===== src/rtl/spi_ram_ctrl.sv =====
// Command-decoded single-port RAM sitting behind the SPI slave.
// Decodes opcode/payload words and serves reads through a one-deep tx slot.
module spi_ram_ctrl #(
    parameter int unsigned DATA_W   = 8,
    parameter int unsigned ADDR_W   = 8,
    parameter int unsigned AUTO_INC = 1
) (
    input  logic              clk,
    input  logic              rst_n,
    input  logic [DATA_W+1:0] din,
    input  logic              rx_valid,
    input  logic              tx_ready,
    input  logic              err_clr,
    output logic [DATA_W-1:0] dout,
    output logic              tx_valid,
    output logic              err_ovf,
    output logic [ADDR_W-1:0] wr_addr_o,
    output logic [ADDR_W-1:0] rd_addr_o
);

    localparam int unsigned DEPTH = 2 ** ADDR_W;

    typedef enum logic [1:0] {
        OP_SET_WR = 2'b00,
        OP_WRITE  = 2'b01,
        OP_SET_RD = 2'b10,
        OP_READ   = 2'b11
    } opcode_e;

    logic [DATA_W-1:0] mem [DEPTH];

    opcode_e           op_c;
    logic [DATA_W-1:0] payload_c;
    logic [ADDR_W-1:0] addr_arg_c;
    logic              slot_free_c;
    logic              set_wr_c;
    logic              write_c;
    logic              set_rd_c;
    logic              rd_accept_c;
    logic              rd_drop_c;

    // Command decode; a read only fits when the slot is empty or draining now
    always_comb begin
        op_c        = opcode_e'(din[DATA_W+1:DATA_W]);
        payload_c   = din[DATA_W-1:0];
        addr_arg_c  = din[ADDR_W-1:0];
        slot_free_c = !tx_valid || tx_ready;
        set_wr_c    = rx_valid && (op_c == OP_SET_WR);
        write_c     = rx_valid && (op_c == OP_WRITE);
        set_rd_c    = rx_valid && (op_c == OP_SET_RD);
        rd_accept_c = rx_valid && (op_c == OP_READ) && slot_free_c;
        rd_drop_c   = rx_valid && (op_c == OP_READ) && !slot_free_c;
    end

    // Storage is not reset, but writes are blocked while reset is held
    always_ff @(posedge clk) begin
        if (rst_n && write_c) begin
            mem[wr_addr_o] <= payload_c;
        end
    end

    always_ff @(posedge clk) begin
        if (!rst_n) begin
            dout      <= '0;
            tx_valid  <= 1'b0;
            err_ovf   <= 1'b0;
            wr_addr_o <= '0;
            rd_addr_o <= '0;
        end else begin
            if (set_wr_c) begin
                wr_addr_o <= addr_arg_c;
            end else if (write_c && (AUTO_INC != 0)) begin
                wr_addr_o <= wr_addr_o + ADDR_W'(1);
            end

            if (set_rd_c) begin
                rd_addr_o <= addr_arg_c;
            end else if (rd_accept_c && (AUTO_INC != 0)) begin
                rd_addr_o <= rd_addr_o + ADDR_W'(1);
            end

            if (rd_accept_c) begin
                dout     <= mem[rd_addr_o];
                tx_valid <= 1'b1;
            end else if (tx_valid && tx_ready) begin
                tx_valid <= 1'b0;
            end

            // A drop in the same cycle as a clear keeps the flag set
            if (rd_drop_c) begin
                err_ovf <= 1'b1;
            end else if (err_clr) begin
                err_ovf <= 1'b0;
            end
        end
    end

endmodule

===== config.mk =====
export PLATFORM = sky130hd
export DESIGN_NAME = spi_ram_ctrl
export DESIGN_NICKNAME = d
export VERILOG_FILES = /design/src/rtl/spi_ram_ctrl.sv
export SDC_FILE = /design/constraint.sdc
export NUM_CORES = 2
export LEC_CHECK = 0
export CAP_MARGIN = 20
export CORE_MARGIN = 1.5
export CORE_UTILIZATION = 35
export DETAILED_ROUTE_END_ITERATION = 16
export PLACE_DENSITY = 0.48
export SLEW_MARGIN = 20
export SYNTH_ARGS = -nofsm -noshare
export SYNTH_HDL_FRONTEND = slang
export SYNTH_SLANG_ARGS = --single-unit

===== constraint.sdc =====
create_clock -name clk -period 3.4 [get_ports clk]
set_input_delay 1.02 -clock clk [delete_from_list [all_inputs] [get_ports clk]]
set_output_delay 1.02 -clock clk [all_outputs]
set_load 0.02 [all_outputs]

After elaboration in Yosys (flattened, before gate mapping)
Memories as Yosys holds them, arrays and structs flattened. A register that Yosys moved wholly into a read port is not among the register bits.
Index checks and enable logic that the tools add are counted.
{"block": "totals", "wordCells": 37, "in_bits": 15, "memories": 1, "out_inout_bits": 26, "register_bits": 18, "mem_bits_rw": 2048}
{"memory": "mem", "depth": 256, "word_bits": 8, "rd": 1, "rd_clocked_by_memory_dff": 1, "write_ports": 1, "line": "30", "source": "logic [DATA_W-1:0] mem [DEPTH];"}
{"block": "classes", "n_mux": 10, "n_eq_ne": 3, "reduce_logical": 17, "add_sub_neg": 2}
{"cell": "$mux 8", "count": 4}
{"cell": "$add 8x1->8 const B", "count": 2}
{"cell": "$logic_and 1x1->1", "count": 8}
{"cell": "$reduce_bool 2->1", "count": 4}
{"cell": "$mux 1", "count": 6}
{"cell": "$eq 2x2->1 const B", "count": 2}
{"cell": "$logic_not 1->1", "count": 3}
{"cell": "$eq 2x1->1 const B", "count": 1}
{"cell": "$logic_not 2->1", "count": 1}
{"cell": "$logic_or 1x1->1", "count": 1}

Depth between registers and ports, before layout
{"block": "depth", "word_depth": 5, "mapped_depth": 11, "mapped_depth_nobuf": 7}

Worst setup path before layout
No wires, ideal clock.
{"block": "synth_timing", "kind": "input port to flip-flop", "startpoint": "input rx_valid", "endpoint": "memory mem[220][0] (enable)", "setup_slack_ns": 0.473, "cell_stages": 7, "setup_time_ns": 0.370, "required_time_ns": 3.030, "arrival_time_ns": 2.556, "n_path_buf": 2, "cell_sequence": "nor2b_1 clkbuf_1 and3_1 and2_1 nand3_1 clkbuf_1 nor2_1"}
{"block": "synth_between", "elab_chain_cells": 4}
{"item": "from (decl)", "line": "11", "source": "input logic rx_valid,"}
{"item": "$logic_and 1x1->1", "line": "49", "source": "write_c = rx_valid && (op_c == OP_WRITE);"}
{"item": "$logic_and 1x1->1", "line": "57", "source": "if (rst_n && write_c) begin"}
{"item": "$mux 1", "line": "57"}
{"item": "$mux 1 (implied by the code)", "line": "58", "source": "mem[wr_addr_o] <= payload_c;"}
{"item": "to (decl)", "line": "30"}
No other way between the ends.

Final worst setup path
{"block": "layout_timing", "startpoint": "register rd_addr_o[5]", "endpoint": "output rd_addr_o[5]"}
{"item": "from (decl)", "line": "18", "source": "output logic [ADDR_W-1:0] rd_addr_o"}
{"item": "from (signal assigned)", "line": "77", "source": "rd_addr_o <= addr_arg_c;"}
{"item": "from (signal assigned)", "line": "79", "source": "rd_addr_o <= rd_addr_o + ADDR_W'(1);"}
No word-level cell between the ends.

==> results.md <==
Drt:
- The violation count after the first detailed-routing iteration is 3666.
- The final routed wirelength across all metal layers is 225000 um.
- In the final routed layout, each cell accounts on average for approximately 28 um.
- Summing over every cut layer, the via total after detailed routing is 41900.
- After detailed routing, the number of vias per cell comes to 5.27.
- The number of search-and-repair iterations in the first detailed-routing pass is 5.
- In the routed design, unresolved DRC markers number 0.
- The count of nets left with antenna violations after detail routing is 0.

Synth:
- The number of different library cells used by synthesis comes to 62.
- The synthesis warning total is 0.
- For this run, the register share of the synthesized area comes to 0.766.
- Synthesis produced a netlist whose cell count is 4126.
- Of all flip-flops after synthesis, the portion carrying an async set or reset was 0.
- Counting every net in the synthesized netlist gives 4146.
- The synthesized design contains 2048 enable-type register cells.
- In this run the cell area of the synthesized design comes to between 80000 and 90000 um^2.
- Synthesis inferred between 2000 and 2500 register bits.
- For this run, the leading register cell type out of synthesis is sky130_fd_sc_hd__edfxtp_1.
- The synthesized area per cell is 19.6 um^2.

Placement:
- The detailed-placement wirelength estimate is 143000 um.
- Summing all placed instances gives a cell area of a little under 90000 um^2.
- The final RePlAce weighted congestion is about 0.8.
- Including well taps, the total number of placed cells is 7536.
- The count of buffers added on input and output ports is 40.
- The setup slack after placement is -0.703 ns.

GRT:
- The via count of the first global-routing pass was 42800.
- The met2 capacity usage during global routing is 0.311.
- In this run the most used layer during global routing was met2.
- The number of antenna violations at the first check in global routing is 5.
- The met3 usage is 0.0270.
- For this run, the total global-route usage over all layers was measured as 0.190.
- The pin count of the biggest net entering global routing is 103.
- The first global-routing pass estimated between 300000 and 400000 um of wire.
- For met1 alone, demand over resource in global routing was 0.268.
- The total congestion overflow is 0.

Power:
- The share of total power dissipated in sequential elements is 0.523.
- The analysis attributes to cell leakage a power of 30.1 nW.
- Internal power comes to 42.0 mW.
- The share of total power dissipated in combinational logic is 0.048.
- Total power for the finished layout comes to 53.8 mW.
- The clock share of power is 0.429.
- The maximum vdd ir drop is 0.440 mV.
- In this run the power density over the cells is roughly 560 nW/um^2.
- For this design the total switching power over the nets is 11.8 mW.
- The switching power as a share of total power is 0.219.

Floorplan:
- After floorplanning, the core was sized to cover roughly 230000 um^2.
- For this design the top-level I/O count stands at between 40 and 50.
- The die width is 484 um.
- The number of core rows is 176.
- The die footprint is 234000 um^2.
- The initial core utilization is 0.352.
- The floorplan die height is 484 um.

Timing:
- The final-layout worst hold slack is 0.510 ns.
- The clock period minus final worst setup slack is 3.36 ns.
- The number of hold violations in the final report came to 0.
- Headroom to the max-slew limit came out at 0.329.
- The measured slew at the worst slew-check pin is ~1.0 ns.
- The least setup slack across all paths after layout is 0.0407 ns.
- The setup total negative slack is 0 ns.
- The highest achievable clock rate is 298 MHz.
- Of the available clock period, the critical path in the final layout requires 0.988.
- The number of setup violations in the final report is 0.
- The max-slew violation total from the final report was 0.
- Setup repair after global routing left no endpoint under its margin.
- The maximum clock skew at final layout is 0.0645 ns.

Finish:
- The top cell types in the final layout, fill and taps aside, are sky130_fd_sc_hd__edfxtp_1 (2048), sky130_fd_sc_hd__buf_4 (533), sky130_fd_sc_hd__mux4_2 (375).
- The area growth from synthesis to layout is 18.6%.
- The area of the multi-input gates is 17500 um^2.
- The most common library cell in the layout ignoring fill and taps is sky130_fd_sc_hd__edfxtp_1.
- The layout net count is 4755.
- The final design area excluding fillers is 96000 um^2.
- The layout has 20500 filler cells.
- The share of the core filled with cells is 0.418.
- Registers take 62000 um^2.
- The post-layout instance count excluding filler cells is between 7000 and 8000.
- In the final layout, the share of cells above drive strength 1 is 0.268.

Outcome:
- The run finished with clean final reports.

Clock network:
- The clock tree from TritonCTS is built.
- At the later pin of the worst-skew pair, clock insertion delay measures 0.85 ns.
- Clock tree synthesis inserted a total of approximately 220 buffers.
- The cell sitting at the root of the clock tree is a sky130_fd_sc_hd__clkbuf_16.
- Clock-pin slew was measured on the worst setup and hold paths at 0.06 ns.
- The H-tree depth reported by CTS is 4.
- The clock passes through at most 3 buffers.
- The sink count of the clock tree is 2074.

Critical path:
- The reg-to-reg startpoint is rd_addr_o[1]$_SDFFE_PN0P_.
- Data on the critical path is required at its endpoint by 2.38 ns.
- The cell class contributing the biggest share of worst-path delay is buffers and inverters.
- For the worst flop-to-flop path, the logic depth is 10.
- Following the worst setup path forward leads to its endpoint at rd_addr_o[5].
- The end of the worst register-to-register path is dout[7]$_SDFFE_PN0P_.
- The critical path launch point is rd_addr_o[5]$_SDFFE_PN0P_.
- The number of buffers and inverters on the critical path is 1.
- In this run the number of cells on the critical path is 1.
- The maximum fanout encountered on the critical timing path is 16.
- In this design, the stage delay of the slowest critical-path cell is 0.86 ns.
- At the worst endpoint, the arrival time is 2.34 ns.
- The reg2reg setup slack is around 0.09 ns.
- The worst setup path is launched from a flip-flop.
- The kind of capture point of the worst setup path is an output pin.
- The slowest stage of the critical path is the sky130_fd_sc_hd__clkdlybuf4s50_1 cell.
- Walking the worst path, the cells encountered are clkdlybuf4s50_1.
- The critical path class is reg -> out.

Worst hold path:
- The path class of the tightest hold or removal check is reg -> reg.

Flow run:
- The max-cap violation count is 0.
[layer usage]
layer | up-vias | wire length [um]
li1 | 18200 | -
met2 | 1052 | 109000
met5 | - | 13
met4 | 2 | 4890
met1 | 22300 | 101000
met3 | 268 | 10100
[cell usage after synthesis (6+ instances only)]
master | n | area share
sky130_fd_sc_hd__nor3_1 | 20 | 0.0012
sky130_fd_sc_hd__a2111oi_2 | 7 | 0.0013
sky130_fd_sc_hd__nand2_1 | 230 | 0.011
sky130_fd_sc_hd__o221ai_1 | 58 | 0.0063
sky130_fd_sc_hd__o22ai_1 | 72 | 0.0056
sky130_fd_sc_hd__nor2_1 | 292 | 0.014
sky130_fd_sc_hd__or3_1 | 11 | 0.00085
sky130_fd_sc_hd__buf_6 | 33 | 0.0046
sky130_fd_sc_hd__and3_1 | 20 | 0.0015
sky130_fd_sc_hd__nor4_1 | 17 | 0.0013
sky130_fd_sc_hd__buf_1 | 10 | 0.00046
sky130_fd_sc_hd__mux2i_1 | 271 | 0.034
sky130_fd_sc_hd__nand3_1 | 19 | 0.0012
sky130_fd_sc_hd__a32oi_1 | 6 | 0.00065
sky130_fd_sc_hd__nor2b_1 | 42 | 0.0032
sky130_fd_sc_hd__a221o_1 | 8 | 0.00099
sky130_fd_sc_hd__buf_4 | 43 | 0.0040
sky130_fd_sc_hd__clkbuf_1 | 105 | 0.0049
sky130_fd_sc_hd__a221oi_1 | 44 | 0.0048
sky130_fd_sc_hd__inv_1 | 6 | 0.00028
sky130_fd_sc_hd__nand2b_1 | 7 | 0.00054
sky130_fd_sc_hd__edfxtp_1 | 2048 | 0.76
sky130_fd_sc_hd__a22oi_1 | 29 | 0.0027
sky130_fd_sc_hd__o41ai_1 | 7 | 0.00076
sky130_fd_sc_hd__a21oi_1 | 93 | 0.0058
sky130_fd_sc_hd__o2111ai_1 | 7 | 0.00076
sky130_fd_sc_hd__o21ai_0 | 41 | 0.0025
sky130_fd_sc_hd__and2_1 | 10 | 0.00077
sky130_fd_sc_hd__dfxtp_1 | 26 | 0.0064
sky130_fd_sc_hd__a2111oi_0 | 12 | 0.0013
sky130_fd_sc_hd__mux4_2 | 375 | 0.10
sky130_fd_sc_hd__a211oi_1 | 31 | 0.0029
sky130_fd_sc_hd__buf_2 | 56 | 0.0035
sky130_fd_sc_hd__o32ai_1 | 6 | 0.00065
sky130_fd_sc_hd__a31oi_1 | 16 | 0.0012
[area by class of cell]
cell class | instances | share of cell area
Antenna cell | 1 | 0.0000261
Timing Repair Buffer | 641 | 0.0604
Clock buffer | 265 | 0.0589
Clock inverter | 141 | 0.0130
Sequential cell | 2074 | 0.646
Multi-Input combinational cell | 1794 | 0.182
Tap cell | 3026 | 0.0394
Inverter | 7 | 0.000300
[power by group through the flow]
stage | sequential, mW | clock [mW] | combinational (mW)
2_1_floorplan | 28.7 | 0 | 1.32
3_3_place_gp | 28.7 | 0 | 2.64
3_5_place_dp | 28.7 | 0 | 2.65
4_1_cts | 28.1 | 23.6 | 2.67
5_1_grt | 28.1 | 24.5 | 2.77
6_report | 28.1 | 23.1 | 2.60
[worst min-delay path by stage]
stage / cells after the start / slack [ns] / endpoint / start
6_report: 1 / 0.51 / dout[0]$_SDFFE_PN0P_ / dout[0]$_SDFFE_PN0P_
5_1_grt: 1 / 0.48 / mem[64][7]$_DFFE_PP_ / din[7]
4_1_cts: 1 / 0.46 / mem[64][7]$_DFFE_PP_ / din[7]
3_5_place_dp: 1 / 0.49 / dout[0]$_SDFFE_PN0P_ / dout[0]$_SDFFE_PN0P_
3_3_place_gp: 1 / 0.49 / dout[1]$_SDFFE_PN0P_ / dout[1]$_SDFFE_PN0P_
2_1_floorplan: 2 / 0.55 / dout[3]$_SDFFE_PN0P_ / dout[3]$_SDFFE_PN0P_
[logic make-up (layout without fill, tap and decap cells)]
kind of cell	after synthesis	in the layout	synth area share
AO/OA/AOI/OAI	459	459	0.0404
adder cells (fa/ha/maj)	5	5	0.000773
buffers and inverters	258	1054	0.0183
flip-flops	2074	2074	0.766
multiplexers	647	647	0.138
other	0	1	0
AND/OR/NAND/NOR	683	683	0.0362
[sequential cells by signal, summed over array words and instances (netlist names)]
name and flops:
mem 2048, tx_valid 1, err_ovf 1, rd_addr_o 8
wr_addr_o 8, dout 8
[timing repair]
item / CTS / global route
endpoints found under the setup margin: 7 / 1
hold buffers: 0 / 0
gates resized for setup: 4 / 1
setup buffers: 6 / 0
Power figures use the tool's default switching activity.
